File: config.mk
export PLATFORM = sky130hd
export DESIGN_NAME = bram_port_arbiter
export DESIGN_NICKNAME = d
export VERILOG_FILES = /design/src/rtl/bram_port_arbiter.sv
export SDC_FILE = /design/constraint.sdc
export NUM_CORES = 1
export LEC_CHECK = 0
export CAP_MARGIN = 10
export CORE_ASPECT_RATIO = 2
export CORE_UTILIZATION = 42
export CTS_BUF_LIST = sky130_fd_sc_hd__clkbuf_4
export DETAILED_ROUTE_END_ITERATION = 8
export GPL_TIMING_DRIVEN = 0
export PLACE_DENSITY = 0.81
export SYNTH_ARGS = -nofsm -noshare
export SYNTH_HDL_FRONTEND = slang
export SYNTH_SLANG_ARGS = --single-unit
File: constraint.sdc
create_clock -name BRAM_Clk -period 1.9 [get_ports BRAM_Clk]
set_input_delay 0.38 -clock BRAM_Clk [delete_from_list [all_inputs] [get_ports BRAM_Clk]]
set_output_delay 0.38 -clock BRAM_Clk [all_outputs]
set_load 0.01 [all_outputs]
File: src/rtl/bram_port_arbiter.sv
// Two-requester round-robin arbiter in front of a single-port BRAM, with tagged read return.
// Optional address range checking is enabled by defining BRAM_ARB_RANGE_CHECK_EN.
module bram_port_arbiter #(
  parameter int unsigned C_MEMSIZE     = 'h4000,
  parameter int unsigned C_PORT_AWIDTH = 32,
  parameter int unsigned C_PORT_DWIDTH = 32,
  parameter int unsigned C_NUM_WE      = 4
) (
  input  logic                     BRAM_Clk,
  input  logic                     BRAM_Rst_N,
  input  logic                     Req_0,
  input  logic                     Req_1,
  input  logic [0:C_PORT_AWIDTH-1] Addr_0,
  input  logic [0:C_PORT_AWIDTH-1] Addr_1,
  input  logic [0:C_NUM_WE-1]      We_0,
  input  logic [0:C_NUM_WE-1]      We_1,
  input  logic [0:C_PORT_DWIDTH-1] Wdata_0,
  input  logic [0:C_PORT_DWIDTH-1] Wdata_1,
  output logic                     Ack_0,
  output logic                     Ack_1,
  output logic [0:C_PORT_DWIDTH-1] Rdata_0,
  output logic [0:C_PORT_DWIDTH-1] Rdata_1,
  output logic                     Rvalid_0,
  output logic                     Rvalid_1,
  output logic                     Err_0,
  output logic                     Err_1,
  output logic                     BRAM_EN,
  output logic [0:C_NUM_WE-1]      BRAM_WEN,
  output logic [0:C_PORT_AWIDTH-1] BRAM_Addr,
  output logic [0:C_PORT_DWIDTH-1] BRAM_Dout,
  input  logic [0:C_PORT_DWIDTH-1] BRAM_Din
);

  localparam int unsigned AW = C_PORT_AWIDTH;
  localparam int unsigned DW = C_PORT_DWIDTH;
  localparam int unsigned NW = C_NUM_WE;
  localparam logic [0:AW-1] ALIGN_MASK = ~AW'(3);

  logic          last_grant;   // 1 = requester 1 was granted last
  logic          grant_0;
  logic          grant_1;
  logic          any_grant;
  logic          issue;
  logic          oor_c;
  logic [0:AW-1] sel_addr;
  logic [0:NW-1] sel_we;
  logic [0:DW-1] sel_wdata;
  logic          sel_rd;
  logic          s1_rd;
  logic          s1_id;
  logic [0:DW-1] hold_0;
  logic [0:DW-1] hold_1;

  // Round-robin: on a tie the requester not granted last wins.
  assign grant_0   = Req_0 && (!Req_1 || last_grant);
  assign grant_1   = Req_1 && (!Req_0 || !last_grant);
  assign Ack_0     = BRAM_Rst_N && grant_0;
  assign Ack_1     = BRAM_Rst_N && grant_1;
  assign any_grant = Ack_0 || Ack_1;
  assign issue     = any_grant && !oor_c;

  always_comb begin
    sel_addr  = Addr_0;
    sel_we    = We_0;
    sel_wdata = Wdata_0;
    if (grant_1) begin
      sel_addr  = Addr_1;
      sel_we    = We_1;
      sel_wdata = Wdata_1;
    end
    sel_rd = (sel_we == '0);
  end

`ifdef BRAM_ARB_RANGE_CHECK_EN
  localparam logic [0:AW-1] MEM_LIMIT = AW'(C_MEMSIZE);
  logic s1_oor;

  assign oor_c = (sel_addr >= MEM_LIMIT);

  // Out-of-range accesses are acked, never issued, and flagged two cycles after grant.
  always_ff @(posedge BRAM_Clk or negedge BRAM_Rst_N) begin
    if (!BRAM_Rst_N) begin
      s1_oor <= 1'b0;
      Err_0  <= 1'b0;
      Err_1  <= 1'b0;
    end else begin
      s1_oor <= any_grant && oor_c;
      Err_0  <= s1_oor && !s1_id;
      Err_1  <= s1_oor && s1_id;
    end
  end
`else
  assign oor_c = 1'b0;
  assign Err_0 = 1'b0;
  assign Err_1 = 1'b0;
`endif

  // Command stage, return tags, and read-data hold registers.
  always_ff @(posedge BRAM_Clk or negedge BRAM_Rst_N) begin
    if (!BRAM_Rst_N) begin
      last_grant <= 1'b1;
      BRAM_EN    <= 1'b0;
      BRAM_WEN   <= '0;
      BRAM_Addr  <= '0;
      BRAM_Dout  <= '0;
      s1_rd      <= 1'b0;
      s1_id      <= 1'b0;
      Rvalid_0   <= 1'b0;
      Rvalid_1   <= 1'b0;
      hold_0     <= '0;
      hold_1     <= '0;
    end else begin
      if (any_grant) last_grant <= grant_1;
      BRAM_EN  <= issue;
      BRAM_WEN <= issue ? sel_we : '0;
      if (issue) begin
        BRAM_Addr <= sel_addr & ALIGN_MASK;
        BRAM_Dout <= sel_wdata;
      end
      s1_rd    <= any_grant && sel_rd;
      s1_id    <= grant_1;
      Rvalid_0 <= s1_rd && !s1_id;
      Rvalid_1 <= s1_rd && s1_id;
      if (Rvalid_0) hold_0 <= Rdata_0;
      if (Rvalid_1) hold_1 <= Rdata_1;
    end
  end

  // BRAM_Din is only valid in the return cycle, so read data passes through then and is held after.
  assign Rdata_0 = Rvalid_0 ? (Err_0 ? '0 : BRAM_Din) : hold_0;
  assign Rdata_1 = Rvalid_1 ? (Err_1 ? '0 : BRAM_Din) : hold_1;

endmodule

==> results.sh, run 1 <==
export IMPL_die_w_um=89.2
export IMPL_synth_seq_area_share_pct=53.4
export IMPL_nets=1030
export IMPL_globalRoute_totalOverflow=0
export IMPL_drtPass1Iterations=4
export IMPL_synth_avg_cell_area_um2=12.5
export IMPL_dp_hpwl_mm=16.0
export IMPL_fin_tns_setup_ns=-13.73
export IMPL_rows=63
export IMPL_ff2ff_path_depth=5
export IMPL_max_freq_mhz=454
export IMPL_violations="negative hold slack, negative setup slack"
export IMPL_area_growth_syn_to_layout_pct=67.9
export IMPL_die_y_um=176
export IMPL_ir_drop_mv=0.535
export IMPL_rsz0062_at_grt="true"
export IMPL_slowest_delay_ns=0.45
export IMPL_reg2reg_from="last_grant"
export IMPL_fin_ws_ns=-0.303
export IMPL_critical_path_arrival_ns=1.82
export IMPL_status="finished with violations"
export IMPL_grt_first_pass_wirelength_mm=32.0
export IMPL_start_util_pct=43.1
export IMPL_io_pins=311
export IMPL_post_route_util_pct=72.3
export IMPL_fin_crit_sh_pct=116
export IMPL_end_kind="output port"
export IMPL_synth_compound_area_share_pct=5.43
export IMPL_leakage_nw=5.23
export IMPL_routed_wl_mm=22.0
export IMPL_num_vias=5519
export IMPL_synthMuxAreaShare_pct=32.9
export IMPL_htree_levels=4
export IMPL_port_buffers=302
export IMPL_gr_usage_all_layers_pct=28.0
export IMPL_viasPerCell=5.17
export IMPL_whs_ns=-0.303
export IMPL_dpl_cell_area_mm2=0.00969
export IMPL_path_cells="buf_12 -> buf_12 -> clkbuf_16 -> mux2_2 -> buf_6"
export IMPL_rrSetupSlack_ns=0.18
export IMPL_core_area_mm2=0.0148
export IMPL_yosys_warnings=0
export IMPL_skew_ns=0.0213
export IMPL_cts_root_buffer="clkbuf_4"
export IMPL_cp_common_cell="buf_12"
export IMPL_netlist_area_mm2=0.00638
export IMPL_synth_simple_area_share_pct=4.59
export IMPL_clock_latency_ns=0.56
export IMPL_synth_xor_area_share_pct=0
export IMPL_drc=0
export IMPL_synth_top_family_by_area="multiplexers"
export IMPL_cts_sinks=136
export IMPL_syn_inst=512
export IMPL_synth_seq_cells=136
export IMPL_clock_path_buffers=2
export IMPL_drive_gt1_share_pct=32.1
export IMPL_worst_setup_path_type="register to output port"
export IMPL_antenna_left=0
export IMPL_wl_per_cell_um=20.6
export IMPL_critPathBufInv=4
export IMPL_startpoint_type="register"
export IMPL_setup_viol=64
export IMPL_crit_slowest_cell="dfrtp_2"
export IMPL_power_mw=9.27
export IMPL_maxCapViolCount=0
export IMPL_ys_types=22
export IMPL_cts_tree="built"
export IMPL_drt_iter0_markers=212
export IMPL_yosys_area_share_adder_pct=0
export IMPL_power_density_mw_per_mm2=866
export IMPL_min_period_ns=2.20
export IMPL_slew_viol_final=0
export IMPL_numCtsBuffers=17
export IMPL_critPathRequiredTime_ns=1.52
export IMPL_antenna_found_initial=2
export IMPL_grt_pass1_vias=6008
export IMPL_place_congestion=0.860
export IMPL_grt_max_degree=76
export IMPL_final_cell_area_mm2=0.0107
export IMPL_cts_clk_slew_worst_paths_ns=0.13
export IMPL_timing_rr_end="BRAM_Dout[26]"
export IMPL_hold_viol=64
export IMPL_path_max_fanout=5
export IMPL_hold_class="input port to async pin"
export IMPL_path_delay_family="buffers and inverters"
export IMPL_die_area_mm2=0.0157
-- synth_stat cells --
library cell / count / area, µm²
and2_1: 2 / 12.5
nor2_1: 5 / 18.8
nor3b_1: 1 / 7.51
buf_2: 16 / 80.1
mux2i_1: 66 / 661
o2111a_1: 1 / 11.3
a22o_1: 1 / 8.76
a21boi_2: 1 / 11.3
nor3_1: 1 / 5.00
o21ai_0: 62 / 310
nor2b_1: 2 / 12.5
clkbuf_1: 8 / 30.0
mux2_2: 128 / 1440
inv_1: 1 / 3.75
dfstp_2: 1 / 26.3
buf_4: 13 / 97.6
dfrtp_1: 135 / 3380
buf_1: 2 / 7.51
buf_6: 1 / 11.3
conb_1: 1 / 3.75
nand2_1: 63 / 236
o21ai_1: 1 / 5.00
-- layout by cell type, fill, tap and decap left out, types with 7 or more instances in the layout --
master	count
clkbuf_4	18
o21ai_0	62
buf_12	10
dlygate4sd2_1	37
buf_6	69
mux2i_1	66
dfrtp_1	134
mux2_4	37
buf_2	7
buf_4	25
nand2_1	63
clkdlybuf4s50_1	173
dlymetal6s2s_1	25
mux2_2	91
clkbuf_1	8
-- stage by stage --
step	std cells	hold slack, ns	worst slack [ns]
after floorplan	515	0.0844	0.361
after global placement	1012	0.399	-5.00
after detailed placement	1013	0.407	-0.659
after CTS	1061	-0.323	-0.395
after global routing	1068	-0.306	-0.387
final	1068	-0.303	-0.303
-- layer usage --
layer,track usage [%],wire [µm]
met1,27.8,7310
met2,51.2,12300
met3,7.90,1620
met4,13.8,799
met5,0,0
-- power breakdown --
| group | switching [mW] | internal [mW] |
|---|---|---|
| clock network | 1.09 | 1.18 |
| logic | 1.27 | 2.00 |
| registers | 0.304 | 3.43 |
| total | 2.67 | 6.61 |
-- worst max-delay path by stage --
stage | from | endpoint | slack, ns | cells past startpoint
3_3_place_gp | BRAM_Rst_N | BRAM_Addr[3] | -5.00 | 7
5_1_grt | Rvalid_1 | Rdata_1[3] | -0.39 | 5
2_1_floorplan | Rvalid_0 | Rdata_0[0] | 0.36 | 3
3_5_place_dp | BRAM_Rst_N | Ack_0 | -0.66 | 5
6_report | Rvalid_1 | Rdata_1[7] | -0.30 | 5
4_1_cts | Rvalid_1 | Rdata_1[13] | -0.40 | 6
-- flip-flops by register name, indices dropped and copies added (netlist names) --
| register | flops |
|---|---|
| BRAM_Dout | 32 |
| hold_0 | 32 |
| s1_id | 1 |
| Rvalid_0 | 1 |
| BRAM_EN | 1 |
| last_grant | 1 |
| BRAM_WEN | 4 |
| s1_rd | 1 |
| BRAM_Addr | 30 |
| Rvalid_1 | 1 |
| hold_1 | 32 |
-- cells by family after synthesis --
kind of cell / Yosys count
multiplexers: 194
AO/OA/AOI/OAI: 66
AND/OR/NAND/NOR: 74
other: 1
buffers and inverters: 41
flip-flops: 136
-- layout make-up --
class                   count  area (µm²)
fillers                  1069        4110
repair buffers            331        3540
flip-flops and latches    136        3410
multi-input cells         338        2910
plain buffers              33         256
well taps                 195         244
clock inverters            14         205
clock buffers              18         135
diodes                      2        5.00
inverters                   1        3.75
-- what timing repair did --
item	in CTS	in global routing
resized for setup	413	70
buffers inserted	16	6
hold endpoints to repair	64	64
endpoints found under the setup margin	101	91
pin swaps	1	1
cloned	1	5
Note: power is estimated with default switching activity, not from simulation.
==> run 2: changes to the inputs <==
- CORE_ASPECT_RATIO: 2 -> unset
- GPL_TIMING_DRIVEN: 0 -> 1
- REMOVE_ABC_BUFFERS: unset -> 1
==> run 2 against run 1 <==
  * The run ends with design-rule violations, negative setup slack left
  * Final area rose by 1.3%
  * Combinational power barely moved
  * Global-route usage fell by 1.4 points
  * Worst hold slack improved by 0.72 ns
  * Sequential cell count did not move
  * Critical path depth did not move
  * Non-clock buffer count rose by 17
  * Total power fell by 3.3%
  * First-iteration DRC count rose by 6.6%
  * Sequential share of layout area fell by 0.40 points
  * Clock skew fell by 0.013 ns
  * Critical endpoint is now Rdata_0[9]
  * Setup slack improved by 0.050 ns
==> results.sh, run 2 (synthesis gave the netlist of run 1 again) <==
export IMPL_place_ws_ns=-0.356
export IMPL_hold_viol=0
export IMPL_final_cell_mix="clkdlybuf4s50_1, dfrtp_1, mux2_2, buf_6, mux2i_1"
export IMPL_grt_max_degree=72
export IMPL_die_y_um=125
export IMPL_routed_wl_mm=20.2
export IMPL_num_vias=5451
export IMPL_antenna_left=0
export IMPL_path_max_fanout=7
export IMPL_final_cell_area_mm2=0.0109
export IMPL_maxCapViolCount=0
export IMPL_end_kind="output port"
export IMPL_dp_hpwl_mm=14.0
export IMPL_gr_usage_all_layers_pct=26.6
export IMPL_cts_clk_slew_worst_paths_ns=0.11
export IMPL_path_cells="buf_6 -> buf_6 -> buf_12 -> mux2_4 -> buf_6"
export IMPL_relSlewSlack_pct=37.6
export IMPL_cp_common_cell="buf_6"
export IMPL_layout_commonest_cell="clkdlybuf4s50_1"
export IMPL_critPathRequiredTime_ns=1.52
export IMPL_power_density_mw_per_mm2=826
export IMPL_globalRoute_totalOverflow=0
export IMPL_dp_cells=1013
export IMPL_place_congestion=0.826
export IMPL_worst_setup_path_type="register to output port"
export IMPL_cts_root_buffer="clkbuf_4"
export IMPL_fin_ws_ns=-0.253
export IMPL_drc=19
export IMPL_min_period_ns=2.15
export IMPL_fin_tns_setup_ns=-11.14
export IMPL_nets=1047
export IMPL_drtPass1Iterations=7
export IMPL_clock_path_buffers=2
export IMPL_drive_gt1_share_pct=34.8
export IMPL_power_mw=8.97
export IMPL_rows=44
export IMPL_max_freq_mhz=465
export IMPL_post_route_util_pct=73.8
export IMPL_startpoint_type="register"
export IMPL_instances_no_fill=1074
export IMPL_rsz0062_at_grt="true"
export IMPL_drt_iter0_markers=226
export IMPL_ir_drop_mv=0.426
export IMPL_wl_per_cell_um=18.8
export IMPL_slowest_delay_ns=0.43
export IMPL_dpl_cell_area_mm2=0.00996
export IMPL_fin_crit_sh_pct=113
export IMPL_grt_pass1_vias=6008
export IMPL_start_util_pct=43.4
export IMPL_io_pins=311
export IMPL_tightest_slew_ns=0.937
export IMPL_die_w_um=125
export IMPL_cts_tree="built"
export IMPL_whs_ns=0.415
export IMPL_htree_levels=4
export IMPL_skew_ns=0.00844
export IMPL_die_area_mm2=0.0157
export IMPL_core_area_mm2=0.0147
export IMPL_port_buffers=302
export IMPL_leakage_nw=5.33
export IMPL_setup_viol=65
export IMPL_hold_class="register to register"
export IMPL_clock_latency_ns=0.53
export IMPL_area_growth_syn_to_layout_pct=70.1
export IMPL_numCtsBuffers=17
export IMPL_cts_sinks=136
export IMPL_crit_slowest_cell="dfrtp_2"
export IMPL_viasPerCell=5.08
export IMPL_critical_path_arrival_ns=1.77
export IMPL_status="finished with violations"
export IMPL_slew_viol_final=0
export IMPL_grt_first_pass_wirelength_mm=31.7
export IMPL_reg_largest_list="BRAM_Dout x32, hold_0 x32, hold_1 x32"
export IMPL_violations="design-rule violations, negative setup slack"
export IMPL_antenna_found_initial=1
## run 2: worst paths after layout
path | start | end | slack (ns) | cells after the start
worst max-delay path | Rvalid_0 | Rdata_0[9] | -0.25 | 5
worst min-delay path | s1_id | Rvalid_0 | 0.41 | 1
worst max register to register | last_grant | s1_rd | 0.35 | 6
worst min register to register | s1_id | Rvalid_0 | 0.41 | 1
max in group asynchronous | BRAM_Rst_N | Rvalid_1 | 0.53 | 3
min in group asynchronous | BRAM_Rst_N | BRAM_Dout[4] | 0.52 | 3
## run 2: report_power, final
part	internal [mW]	switching [mW]	total, mW
Sequential	3.43	0.289	3.72
Combinational	2.02	1.25	3.27
Clock	0.930	1.05	1.98
## run 2: worst max-delay path, delay by kind of cell (launching register included)
| kind | cells | cell delay, ns |
|---|---|---|
| mux | 1 | 0.30 |
| flops | 1 | 0.43 |
| buf+inv | 4 | 0.50 |
## run 2: repair_timing
action | CTS | global route
cloned | 8 | 0
hold buffers | 1 | 0
hold endpoints to repair | 65 | 0
gates resized for setup | 402 | 47
setup endpoints to repair | 92 | 93
pin swaps | 0 | 1
setup buffers | 18 | 5
## run 2: area by class of cell
type | count | area [µm²]
Tap cell | 184 | 230
Inverter | 1 | 3.75
Antenna cell | 2 | 5.00
Multi-Input combinational cell | 338 | 2880
Clock inverter | 12 | 133
Sequential cell | 136 | 3410
Timing Repair Buffer | 381 | 4050
Fill cell | 935 | 3850
Clock buffer | 20 | 150
## run 2: per-layer routing
layer | vias up | part of all wire, % | global-route usage [%]
li1 | 2532 | - | -
met1 | 2660 | 36 | 27.9
met2 | 224 | 53 | 48.6
met3 | 35 | 8.5 | 8.69
met4 | 0 | 2.6 | 11.3
met5 | - | 0 | 0
==> RTL change: new RTL, flow settings as in run 1 <==
Add a define of `BRAM_ARB_RANGE_CHECK_EN`.
--- a/src/rtl/bram_port_arbiter.sv
+++ b/src/rtl/bram_port_arbiter.sv
@@ -2,2 +2,4 @@
 // Optional address range checking is enabled by defining BRAM_ARB_RANGE_CHECK_EN.
+`define BRAM_ARB_RANGE_CHECK_EN
+
 module bram_port_arbiter #(
Function: changed (a bounded check fails within 4 cycles, from zero or initial values and one cycle with BRAM_Rst_N low).
==> RTL change against run 1 <==
Register-to-register slack got worse by 590 ps. Synthesized area is 0.16% lower. Global-route usage is 4.3 points higher. Utilization rose by 4.7 points. Combinational power decreased by 22%. Sequential cell count is 3 higher. Cell area increased by 6.6%. The run still ends with negative hold slack, negative setup slack left. Count of clock-buffer cells in the layout grew 1. Wire length is 21% higher. Worst setup slack worse by 110 ps. Power decreased by 15%. First-iteration DRC count up 50%.
==> RTL change: results (changes against run 1) <==
Synth
  – Synth top area cells: dfrtp_1 (54%), nand2_1 (10%), o21ai_0 (10%)
  – Seq/Total Area, Yosys: 54.63% (+1.3 points)
  – Avg Synthesized Cell Area: 9.245 µm² (-26%)
  – Post-synthesis mux area share: 7.778% (-25 points)
  – Synth cell types: 29 (+32%)

Place
  – Cell count after placement: 1190 (+17%)
  – Post-DP HPWL: 16600 µm (+3.8%)
  – Gp weighted congestion: 0.8218 (-4.5%)
  – Pre-CTS setup slack: -1002 ps (-343.5 ps)

STA
  – PnR worst setup slack: -415.6 ps (-113.0 ps)
  – Final Skew: 19.55 ps (-1.799 ps)
  – WHS: -191.5 ps (+111.8 ps)
  – Hold Vio Cnt, Final: 98 (+53%)
  – Final setup TNS: -34810 ps (-21080 ps)
  – Final setup vio count: 127 (+98%)

Route
  – Met1 wire length: 8334 µm (+14%)
  – Pre-antenna DRT Iters: 7 (+3)
  – Met2 Wirelength: 14850 µm (+21%)
  – DR WL/cell: 20.53 µm (-0.50%)
  – WL final: 26640 µm (+21%)
  – Detailed-route via count: 6860 (+24%)

Setup path
  – Slowest Stage Delay on Critical Path: 390 ps (-60 ps)
  – Slowest cell on the critical path: dfrtp_1
  – Critical Path AT: 1940 ps (+120 ps)

Power and ir drop
  – Overall power: 7846 µW (-15%)
  – P_clk: 1780 µW (-22%)
  – Psw: 2662 µW (-0.20%)
  – Seq pwr: 3520 µW (-5.9%)

Status
  – Failing checks: negative hold slack, negative setup slack
  – Status: finished, violations left

GRT
  – M3 GR Usage: 9.537% (+1.6 points)
  – Met2 usage: 60.21% (+9.0 points)
  – First-pass GRT wire length: 36940 µm (+16%)
  – GRT Util Overall: 32.27% (+4.3 points)
[RTL change: layout make-up]
class / count / area [µm²]
tap: 195 / 244.0
timing repair buffer: 389 / 3855
inverter: 66 / 260.3
antenna: 1 / 2.502
fill: 954 / 3405
clock inverter: 13 / 103.9
sequential: 139 / 3481
buffer: 32 / 350.3
clock buffer: 19 / 142.6
multi-input combinational: 444 / 2975
[RTL change: worst paths after layout]
kind | from | endpoint | cells after the start
setup reg to reg | last_grant$_DFFE_PN1P_ | BRAM_Dout[22]$_DFFE_PN0P_ | 9
setup / recovery | Rvalid_1$_DFF_PN0_ | Rdata_1[14] | 7
hold / removal | BRAM_Rst_N | last_grant$_DFFE_PN1P_ | 1
hold reg to reg | s1_id$_DFF_PN0_ | Rvalid_0$_DFF_PN0_ | 1
max in group asynchronous | BRAM_Rst_N | BRAM_Addr[0]$_DFFE_PN0P_ | 4
min in group BRAM_Clk | BRAM_Rst_N | last_grant$_DFFE_PN1P_ | 2
